$ cat config.mk
export PLATFORM = sky130hd
export DESIGN_NAME = clk_en_controller
export DESIGN_NICKNAME = d
export VERILOG_FILES = /design/src/rtl/clk_ctrl_pkg.sv /design/src/rtl/clk_en_counter.sv /design/src/rtl/clk_en_controller.sv
export SDC_FILE = /design/constraint.sdc
export NUM_CORES = 1
export LEC_CHECK = 0
export ABC_AREA = 1
export CAP_MARGIN = 20
export CORE_MARGIN = 4
export CORE_UTILIZATION = 30
export CTS_BUF_LIST = sky130_fd_sc_hd__clkbuf_8
export CTS_CLUSTER_DIAMETER = 200
export CTS_CLUSTER_SIZE = 10
export DETAILED_ROUTE_END_ITERATION = 12
export GPL_TIMING_DRIVEN = 0
export PLACE_DENSITY_LB_ADDON = 0.2
export SYNTH_ARGS = -nofsm -noshare
export SYNTH_HDL_FRONTEND = slang
export SYNTH_SLANG_ARGS = --single-unit
$ cat constraint.sdc
create_clock -name clk_in -period 1.9 [get_ports clk_in]
set_clock_uncertainty 0.1 [all_clocks]
set_input_delay 0.285 -clock clk_in [delete_from_list [all_inputs] [get_ports clk_in]]
set_output_delay 0.285 -clock clk_in [all_outputs]
set_load 0.03 [all_outputs]
$ cat src/rtl/clk_ctrl_pkg.sv
// Shared types and default widths for the clock-enable sequencer.
package clk_ctrl_pkg;

  typedef enum logic [1:0] {
    HALT = 2'd0,
    RUN  = 2'd1,
    STEP = 2'd2
  } clk_mode_e;

  localparam int unsigned DEF_CNT_W  = 16;
  localparam int unsigned DEF_TICK_W = 16;

endpackage : clk_ctrl_pkg

$ cat src/rtl/clk_en_counter.sv
// Terminal-count counter: counts up while enabled, returns to 0 at limit.
module clk_en_counter #(
  parameter int unsigned CNT_W = 16
) (
  input  logic             clk_in,
  input  logic             rst,
  input  logic             clear,
  input  logic             enable,
  input  logic [CNT_W-1:0] limit,
  output logic             tc
);

  logic [CNT_W-1:0] count_q;
  logic [CNT_W-1:0] count_d;

  assign tc = (count_q == limit);

  always_comb begin
    count_d = count_q;
    if (clear) begin
      count_d = '0;
    end else if (enable) begin
      count_d = tc ? '0 : count_q + CNT_W'(1);
    end
  end

  always_ff @(posedge clk_in or posedge rst) begin
    if (rst) begin
      count_q <= '0;
    end else begin
      count_q <= count_d;
    end
  end

endmodule : clk_en_counter

$ cat src/rtl/clk_en_controller.sv
// Run/halt/single-step sequencer producing a programmable clock-enable strobe.
module clk_en_controller
  import clk_ctrl_pkg::*;
#(
  parameter int unsigned CNT_W       = DEF_CNT_W,
  parameter int unsigned DEFAULT_DIV = 1,
  parameter int unsigned TICK_W      = DEF_TICK_W
) (
  input  logic              clk_in,
  input  logic              rst,
  input  logic              run,
  input  logic              halt,
  input  logic              step,
  input  logic              cfg_valid,
  input  logic [CNT_W-1:0]  cfg_div,
  output logic              cfg_ready,
  output logic              clk_en,
  output logic [1:0]        mode,
  output logic [TICK_W-1:0] tick_count
);

  clk_mode_e         state_q, state_d;
  logic [CNT_W-1:0]  div_q, div_d;
  logic [TICK_W-1:0] tick_q, tick_d;
  logic              tc;
  logic              cnt_clear;
  logic              cnt_enable;

  // Clearing on the next state keeps the counter at 0 throughout HALT and
  // on every exit into HALT, so a divisor load never sees a stale count.
  assign cnt_clear  = (state_d == HALT);
  assign cnt_enable = (state_q != HALT);

  clk_en_counter #(
    .CNT_W (CNT_W)
  ) u_counter (
    .clk_in (clk_in),
    .rst    (rst),
    .clear  (cnt_clear),
    .enable (cnt_enable),
    .limit  (div_q),
    .tc     (tc)
  );

  assign clk_en     = (state_q != HALT) && tc;
  assign cfg_ready  = (state_q == HALT);
  assign mode       = state_q;
  assign tick_count = tick_q;

  always_comb begin
    state_d = state_q;
    div_d   = div_q;
    tick_d  = clk_en ? tick_q + TICK_W'(1) : tick_q;

    unique case (state_q)
      HALT: begin
        if (cfg_valid) begin
          div_d = cfg_div;
        end
        if (halt) begin
          state_d = HALT;
        end else if (run) begin
          state_d = RUN;
        end else if (step) begin
          state_d = STEP;
        end
      end
      RUN: begin
        if (halt) begin
          state_d = HALT;
        end
      end
      STEP: begin
        if (halt || tc) begin
          state_d = HALT;
        end
      end
      default: begin
        state_d = HALT;
      end
    endcase
  end

  always_ff @(posedge clk_in or posedge rst) begin
    if (rst) begin
      state_q <= HALT;
      div_q   <= CNT_W'(DEFAULT_DIV);
      tick_q  <= '0;
    end else begin
      state_q <= state_d;
      div_q   <= div_d;
      tick_q  <= tick_d;
    end
  end

endmodule : clk_en_controller

==> results.txt <==
H-tree Lvls: 2
CTS Buf Count: 5
Synth Warn #: 0
slowest stage delay, CP: 0.55 ns
RSZ-0062 raised after global routing: yes
synth-to-layout area growth: 29.9%
post-DR vias/cell: 4.39
Post-Synthesis Net Count: 421
worst hold path type: in -> async
Max Freq: 0.476 GHz
status: finished, violations left
CP startpoint kind: flop
post-detail-place hpwl: 5240 um
Clk Latency, worst-skew pair: 0.31 ns
total power: 2260 uW
CP Cell Sequence: inv_2 -> nand2_1 -> nand2_1 -> nor2_1 -> nand2_1 -> nor2_2 -> nand2_4 -> nor2_8 -> buf_6 -> buf_6
DRT Pass-1 Iters: 4
post-DR wirelength/cell: 12.3 um
Worst EP arrival: 1.72 ns
ranking of synthesized cells by area: dfrtp_1, nand2_1, inv_1, xor2_1, nor2_1
R2R cell count: 14
Synth Cell Area: 0.00296 mm^2
CP Class: reg -> out
die width: 107 um
Placer Congestion: 0.815
IO Pins: 42
cell area power density: 589 mW/mm^2
vias: 2,584
Initial Util: 0.314
WP buf/inv: 3
Worst Setup End Kind: output port
Final WS setup: -0.203 ns
vias in the first global route: 2,599
post-synthesis async set-or-reset flop share: 1.00
fill count: 988
Yosys top cell by area: dfrtp_1
r2r startpoint: div_q[0]
number of remaining DRC errors: 0
die height: 107 um
violated checks: negative setup slack
Max Cap Violations: 0
critical path startpoint: div_q[0]
gr usage total: 0.131
final setup fails: 16
Worst path top cell family by delay: simple AND/OR/NAND/NOR gates
leakage power: 0.00195 uW
most common cell in the netlist: nand2_1
Crit Path Max Fanout: 2
Min Clock Period, post-route: 2.10 ns
CTS tree: built
maximum root-to-sink buffer count: 2
Post-synth top flop: dfrtp_1
clk root buf: clkbuf_8
clock sinks: 50
Tcrit/Tclk final: 1.11
Final #Nets: 483
DR iter-0 viols: 63
clock-pin slew on the worst setup and hold paths: 0.10 ns
Core Area: 0.00942 mm^2
Max transition margin: 0.643
max-slew violation count: 0
top cell type's share of synthesized area: 0.415
Post-synth EDFFs: 0
Routed WL: 7240 um
global-route wire length before repair: 12,300 um
library cells used by synthesis: 31
Die Area: 0.0115 mm^2
Final Hold Vio Count: 0
Seq/Total Area, Yosys: 0.424
# port buffers: 41
CP required: 1.51 ns
CP Depth: 10
initial antenna violation count: 0
grt total ovfl: 0
Avg Synthesized Cell Area: 7.45 um^2
cts hold-fix bufs: 0
CP max-delay cell: dfstp_2
worst-margin pin slew: 0.535 ns
Util after Layout: 0.408
antenna viol nets, final: 0
Seq cells post-synth: 50
largest net degree at the start of global routing: 35
Mapped Cells: 397
antenna cells: 0
Cell Rows: 35
layout cell share with drive strength beyond 1: 0.159
worst IR drop on VDD: 0.264 mV
Post-synth top cells: nand2_1, inv_1, dfrtp_1
most used cell along the critical path: nand2_1
## power breakdown
part           switching (uW)  internal [uW]
logic                     227            177
registers                45.6           1130
clock network             383            294
## what timing repair did
action | 4_1_cts | 5_1_grt
resized for setup | 19 | 16
setup buffers | 6 | 6
gates cloned | 0 | 2
pin swaps | 2 | 6
endpoints found under the setup margin | 7 | 27
## cells by family (layout without fill, tap and decap cells)
family,count (synthesis),count (layout),synth area share
AND/OR/NAND/NOR,212,212,0.319
buffers and inverters,73,136,0.103
flip-flops,50,50,0.424
AO/OA/AOI/OAI,35,35,0.0614
XOR/XNOR,25,25,0.0842
adder cells (fa/ha/maj),2,2,0.00846
## state kept, by name (all words and copies together), names as in the netlist
| name | cells |
|---|---|
| div_q | 16 |
| mode | 2 |
| tick_count | 16 |
| u_counter.count_q | 16 |
## metrics by stage
step                      hold slack, ns  instance area (um^2)  setup TNS [ns]  setup WS, ns  instances
after floorplan                    0.271                  2960               0        0.0319        397
final                              0.177                  3840           -2.04        -0.203        589
after detailed placement           0.383                  3550           -1.18        -0.622        568
after global placement             0.372                  3530          -42.90        -0.846        567
after CTS                          0.185                  3700          -0.730        -0.223        582
after global routing               0.204                  3840           -3.93        -0.294        589
## placed cells by master (no fill, tap or decap), types with 2 or more instances in the layout
| cell | count |
|---|---|
| a21oi_1 | 17 |
| buf_12 | 3 |
| buf_4 | 8 |
| buf_6 | 4 |
| clkbuf_1 | 3 |
| clkbuf_16 | 2 |
| clkbuf_8 | 6 |
| clkdlybuf4s50_1 | 33 |
| dfrtp_1 | 46 |
| dfrtp_2 | 3 |
| dlygate4sd2_1 | 3 |
| dlymetal6s2s_1 | 3 |
| ha_1 | 2 |
| inv_1 | 48 |
| inv_2 | 18 |
| nand2_1 | 111 |
| nand2_2 | 3 |
| nand2_4 | 5 |
| nand3_1 | 20 |
| nand3_2 | 6 |
| nand3b_1 | 2 |
| nor2_1 | 46 |
| nor2_2 | 2 |
| nor3_1 | 11 |
| o21ai_0 | 9 |
| o21ai_1 | 7 |
| xnor2_2 | 3 |
| xor2_1 | 20 |
## final timing paths
check	end	slack, ns
min in group clk_in	div_q[0]	0.42
max in group asynchronous	div_q[0]	0.93
setup / recovery	clk_en	-0.20
hold / removal	tick_count[3]	0.18
hold reg to reg	tick_count[8]	0.43
setup reg to reg	u_counter.count_q[14]	-0.15
## routing by layer
metal	global-route usage	vias to the layer above	routed length [um]
met2	0.223	40	3380
met4	0.0283	0	65
met5	0	-	0
met3	0.0294	7	285
met1	0.171	1195	3510
li1	-	1342	-
## final cells by class
type / instances / area, um^2 / area share
Multi-Input combinational cell: 274 / 1430 / 0.373
Sequential cell: 50 / 1260 / 0.327
Timing Repair Buffer: 55 / 583 / 0.152
Inverter: 66 / 248 / 0.0645
Tap cell: 129 / 161 / 0.0420
Clock buffer: 6 / 82.6 / 0.0215
Buffer: 7 / 65.1 / 0.0169
Clock inverter: 2 / 12.5 / 0.00326
Power figures use the tool's default switching activity.
==> variant 1: new RTL, config.mk and constraints unchanged <==
Set the package constant `DEF_CNT_W` to 14 (it was 16).
--- a/src/rtl/clk_ctrl_pkg.sv
+++ b/src/rtl/clk_ctrl_pkg.sv
@@ -7,7 +7,7 @@
     STEP = 2'd2
   } clk_mode_e;
 
-  localparam int unsigned DEF_CNT_W  = 16;
+  localparam int unsigned DEF_CNT_W  = 14;
   localparam int unsigned DEF_TICK_W = 16;
 
 endpackage : clk_ctrl_pkg
Ports: changed (resized cfg_div); port bits go from 42 to 40. No check against the original RTL was run, so the function may have changed too.
==> variant 1 against the original RTL <==
  * The flow still finishes with violations (negative setup slack)
  * Routed wire length decreased by 14%
  * Sequential cell count decreased by 4
  * Combinational power decreased by 12%
  * Utilization decreased by 0.14 points
  * Clock power decreased by 14%
  * Count of clock-buffer cells in the layout decreased by 1
  * Total power decreased by 11%
  * Area after synthesis decreased by 11%
  * Final area decreased by 11%
  * Worst setup slack improved by 29 ps
  * Critical path type unchanged
  * Largest cell class unchanged
  * Largest power group unchanged
==> variant 1: results (changes against the original RTL) <==
Number of DRC markers in iteration 0: 106 (+68%)
Clock sink count: 46 (-8.0%)
FF+latch area: 0.00116 mm2 (-8.0%)
Tightest Pin Transition: 512 ps (-23.2 ps)
Dominant cells by area after synthesis: dfrtp_1 (43%), nand2_1 (15%), inv_1 (7.1%), nor2_1 (5.4%), xnor2_1 (4.0%)
Non-clk invs: 56 (-15%)
Syn nets: 373 (-11%)
Length of routed met2 wiring: 2.88 mm (-15%)
CP Data Arrival Time: 1690 ps (-30 ps)
Setup Viol. Count Final: 15 (-1)
GP Congestion: 0.830 (+1.8%)
Met3 Resource Use GR: 2.96% (+0.022 points)
Dpl hpwl: 4.46 mm (-15%)
Sequential power share: 53.6% (+1.4 points)
Final WL: 6.26 mm (-14%)
All-Layer GR Usage: 13.2% (+0.11 points)
Power consumption: 2.02 mW (-11%)
Dpl cell area: 0.00317 mm2 (-11%)
Post-Synth Adder-Cell Area: 0.951% (+0.10 points)
PortBufs: 39 (-4.9%)
Post-synthesis compound-gate area fraction: 5.04% (-1.1 points)
Violated checks: negative setup slack
Final #Nets: 431 (-11%)
Placed Instances: 496 (-13%)
Non-CTS buffers: 57 (-8.1%)
Status: complete, but fails checks
Multi-input gates: 243 (-11%)
Clock buf count: 5 (-1)
Min setup slack post-route: -173 ps (+29.2 ps)
Share of cells above drive strength 1: 11.7% (-4.1 points)
Post-synthesis xor/xnor area fraction: 7.66% (-0.77 points)
Largest net degree at the start of global routing: 34 (-2.9%)
Area of the multi-input gates: 0.00123 mm2 (-14%)
Post-Place Worst Slack: -644 ps (-21.1 ps)
variant 1: repair_timing:
item / 4_1_cts / 5_1_grt
cloned: 0 / 1
buffers inserted: 5 / 5
hold buffers: 0 / 0
gates resized for setup: 12 / 19
endpoints found under the setup margin: 4 / 43
pin swaps: 5 / 3
variant 1: worst paths after layout:
check / startpoint / endpoint / slack, ps / cells after the start
max in group asynchronous: rst / u_counter.count_q[9]$_DFFE_PP0P_ / 1040 / 3
hold / removal: rst / mode[0]$_DFF_PP0_ / 160 / 2
setup / recovery: div_q[0]$_DFFE_PP1P_ / clk_en / -170 / 10
hold reg to reg: div_q[0]$_DFFE_PP1P_ / div_q[0]$_DFFE_PP1P_ / 370 / 2
setup reg to reg: div_q[0]$_DFFE_PP1P_ / u_counter.count_q[13]$_DFFE_PP0P_ / -140 / 14
min in group clk_in: div_q[0]$_DFFE_PP1P_ / div_q[0]$_DFFE_PP1P_ / 370 / 2
==> variant 2: new RTL, same flow settings <==
Without the edit above. Reset style: synchronous (`rst`), changed in 2 clocked blocks.
--- a/src/rtl/clk_en_counter.sv
+++ b/src/rtl/clk_en_counter.sv
@@ -24,7 +24,7 @@
     end
   end
 
-  always_ff @(posedge clk_in or posedge rst) begin
+  always_ff @(posedge clk_in) begin
     if (rst) begin
       count_q <= '0;
     end else begin
--- a/src/rtl/clk_en_controller.sv
+++ b/src/rtl/clk_en_controller.sv
@@ -81,7 +81,7 @@
     endcase
   end
 
-  always_ff @(posedge clk_in or posedge rst) begin
+  always_ff @(posedge clk_in) begin
     if (rst) begin
       state_q <= HALT;
       div_q   <= CNT_W'(DEFAULT_DIV);
Behaviour: differs if rst is asserted again (counterexample within 4 cycles, from zero or initial values and one cycle with rst high); with rst held inactive, the same outputs for 10 cycles.
==> variant 2 against the original RTL <==
  * Count of clock-buffer cells in the layout stayed put
  * Critical path depth is 1 lower
  * Routed wire length is 17% higher
  * First-iteration DRC count grew to 2.6 times the old value
  * Worst setup slack better by 210 ps
  * Critical path type unchanged
  * Area after synthesis is 1.9% lower
  * Register-to-register slack better by 250 ps
  * Total power is 10% lower
  * Final cell count is 13% higher
  * Final area is 1.9% lower
  * Sequential cell count stayed put
==> variant 2: results (changes against the original RTL) <==
Status: completed
Share of cells above drive strength 1: 14.7% (-1.2 points)
CP max stage delay: 370 ps (-180 ps)
Hold Crit Class: input pin to register
Tightest Pin Transition: 620 ps (+84.2 ps)
Register area share after synthesis: 34.5% (-7.8 points)
Number of library cell types mapped by synthesis: 23 (-26%)
Syn nets: 500 (+19%)
Vias in the first global route: 2979 (+15%)
Final hold slack: 269 ps (+92.5 ps)
Dpl cell area: 0.00346 mm2 (-2.4%)
Dominant cells by area after synthesis: dfxtp_1 (35%), nand2_1 (20%), nor2_1 (8.5%), inv_1 (7.4%), nand3_1 (6.0%)
First-pass GRT wire length: 14.0 mm (+14%)
PortBufs: 40 (-2.4%)
Top post-synthesis cells by count: nand2_1 (154), nor2_1 (66), inv_1 (57)
Comb power: 280 uW (-31%)
Largest net degree at the start of global routing: 15 (-57%)
Share of flip-flops with an asynchronous set or reset: 0% (-100 points)
Post-Place Worst Slack: -764 ps (-141 ps)
All-Layer GR Usage: 15.2% (+2.0 points)
Leakage: 1.65 nW (-15%)
Largest fanout on the critical path: 3 (+1)
Final #Nets: 562 (+16%)
Number of DRC markers in iteration 0: 164 (+160%)
DRT Pass-1 Iters: 5 (+1)
R2r setup slk: 100 ps (+250 ps)
Slowest-stage cell, CP: dfxtp_4
Avg WL per Cell: 12.6 um (+2.7%)
Internal power: 1.47 mW (-8.3%)
Main synth FF type: dfxtp_1
Via count: 3179 (+23%)
FF-to-FF End: u_counter.count_q[15]$_SDFFE_PP0N_
Dpl hpwl: 6.09 mm (+16%)
Initial antenna violation count: 0 (unchanged)
Crit path from: u_counter.count_q[5]$_SDFFE_PP0N_
Peak VDD IR: 0.316 mV (+19%)
Clock insertion delay at the later pin of the skew report: 300 ps
## variant 2: logic make-up (layout without fill, tap and decap cells)
| group | count (synthesis) | after routing | share of synthesized area, % |
|---|---|---|---|
| AND/OR/NAND/NOR | 289 | 289 | 42.2 |
| buffers and inverters | 78 | 141 | 10.9 |
| flip-flops | 50 | 50 | 34.5 |
| AO/OA/AOI/OAI | 48 | 48 | 8.76 |
| XOR/XNOR | 9 | 9 | 2.72 |
| adder cells (fa/ha/maj) | 2 | 2 | 0.863 |
## variant 2: per-layer routing
layer | track usage [%] | up-vias | routed length, um
met5 | 0 | - | 0
met4 | 2.68 | 0 | 53
met3 | 2.61 | 4 | 417
met2 | 27.5 | 76 | 4170
met1 | 18.9 | 1467 | 3800
li1 | - | 1632 | -
## variant 2: repair_timing
action,CTS,global route
cloned,0,0
endpoints found under the setup margin,22,38
pin swaps,9,7
gates resized for setup,39,24
buffers inserted,14,3
hold endpoints to repair,0,0
## variant 2: cell type report
cell class                      count  area [um2]
Inverter                           63         236
Fill cell                        1003        5560
Clock inverter                      2        8.76
Clock buffer                        6        82.6
Timing Repair Buffer               57         553
Multi-Input combinational cell    348        1610
Tap cell                          129         161
Buffer                             13        67.6
Sequential cell                    50        1050
## variant 2: stage by stage
step / util (%) / cells / power, mW
6_report: 40.4 / 668 / 2.03
5_1_grt: 40.4 / 668 / 2.14
4_1_cts: 39.6 / 666 / 2.05
3_5_place_dp: 37.1 / 645 / 1.38
3_3_place_gp: 37.1 / 645 / 1.38
2_1_floorplan: - / 476 / 1.27
## variant 2: worst reg2reg max path, stage by stage, from the launching register on
cell and delay (ps):
dfxtp_4 370, inv_2 40, nand2_1 50, nand2_1 60
nor2_2 160, nand2_2 90, nor2_4 130, buf_4 170
nand3_1 140, a21oi_4 200, buf_12 140, nor2_1 50
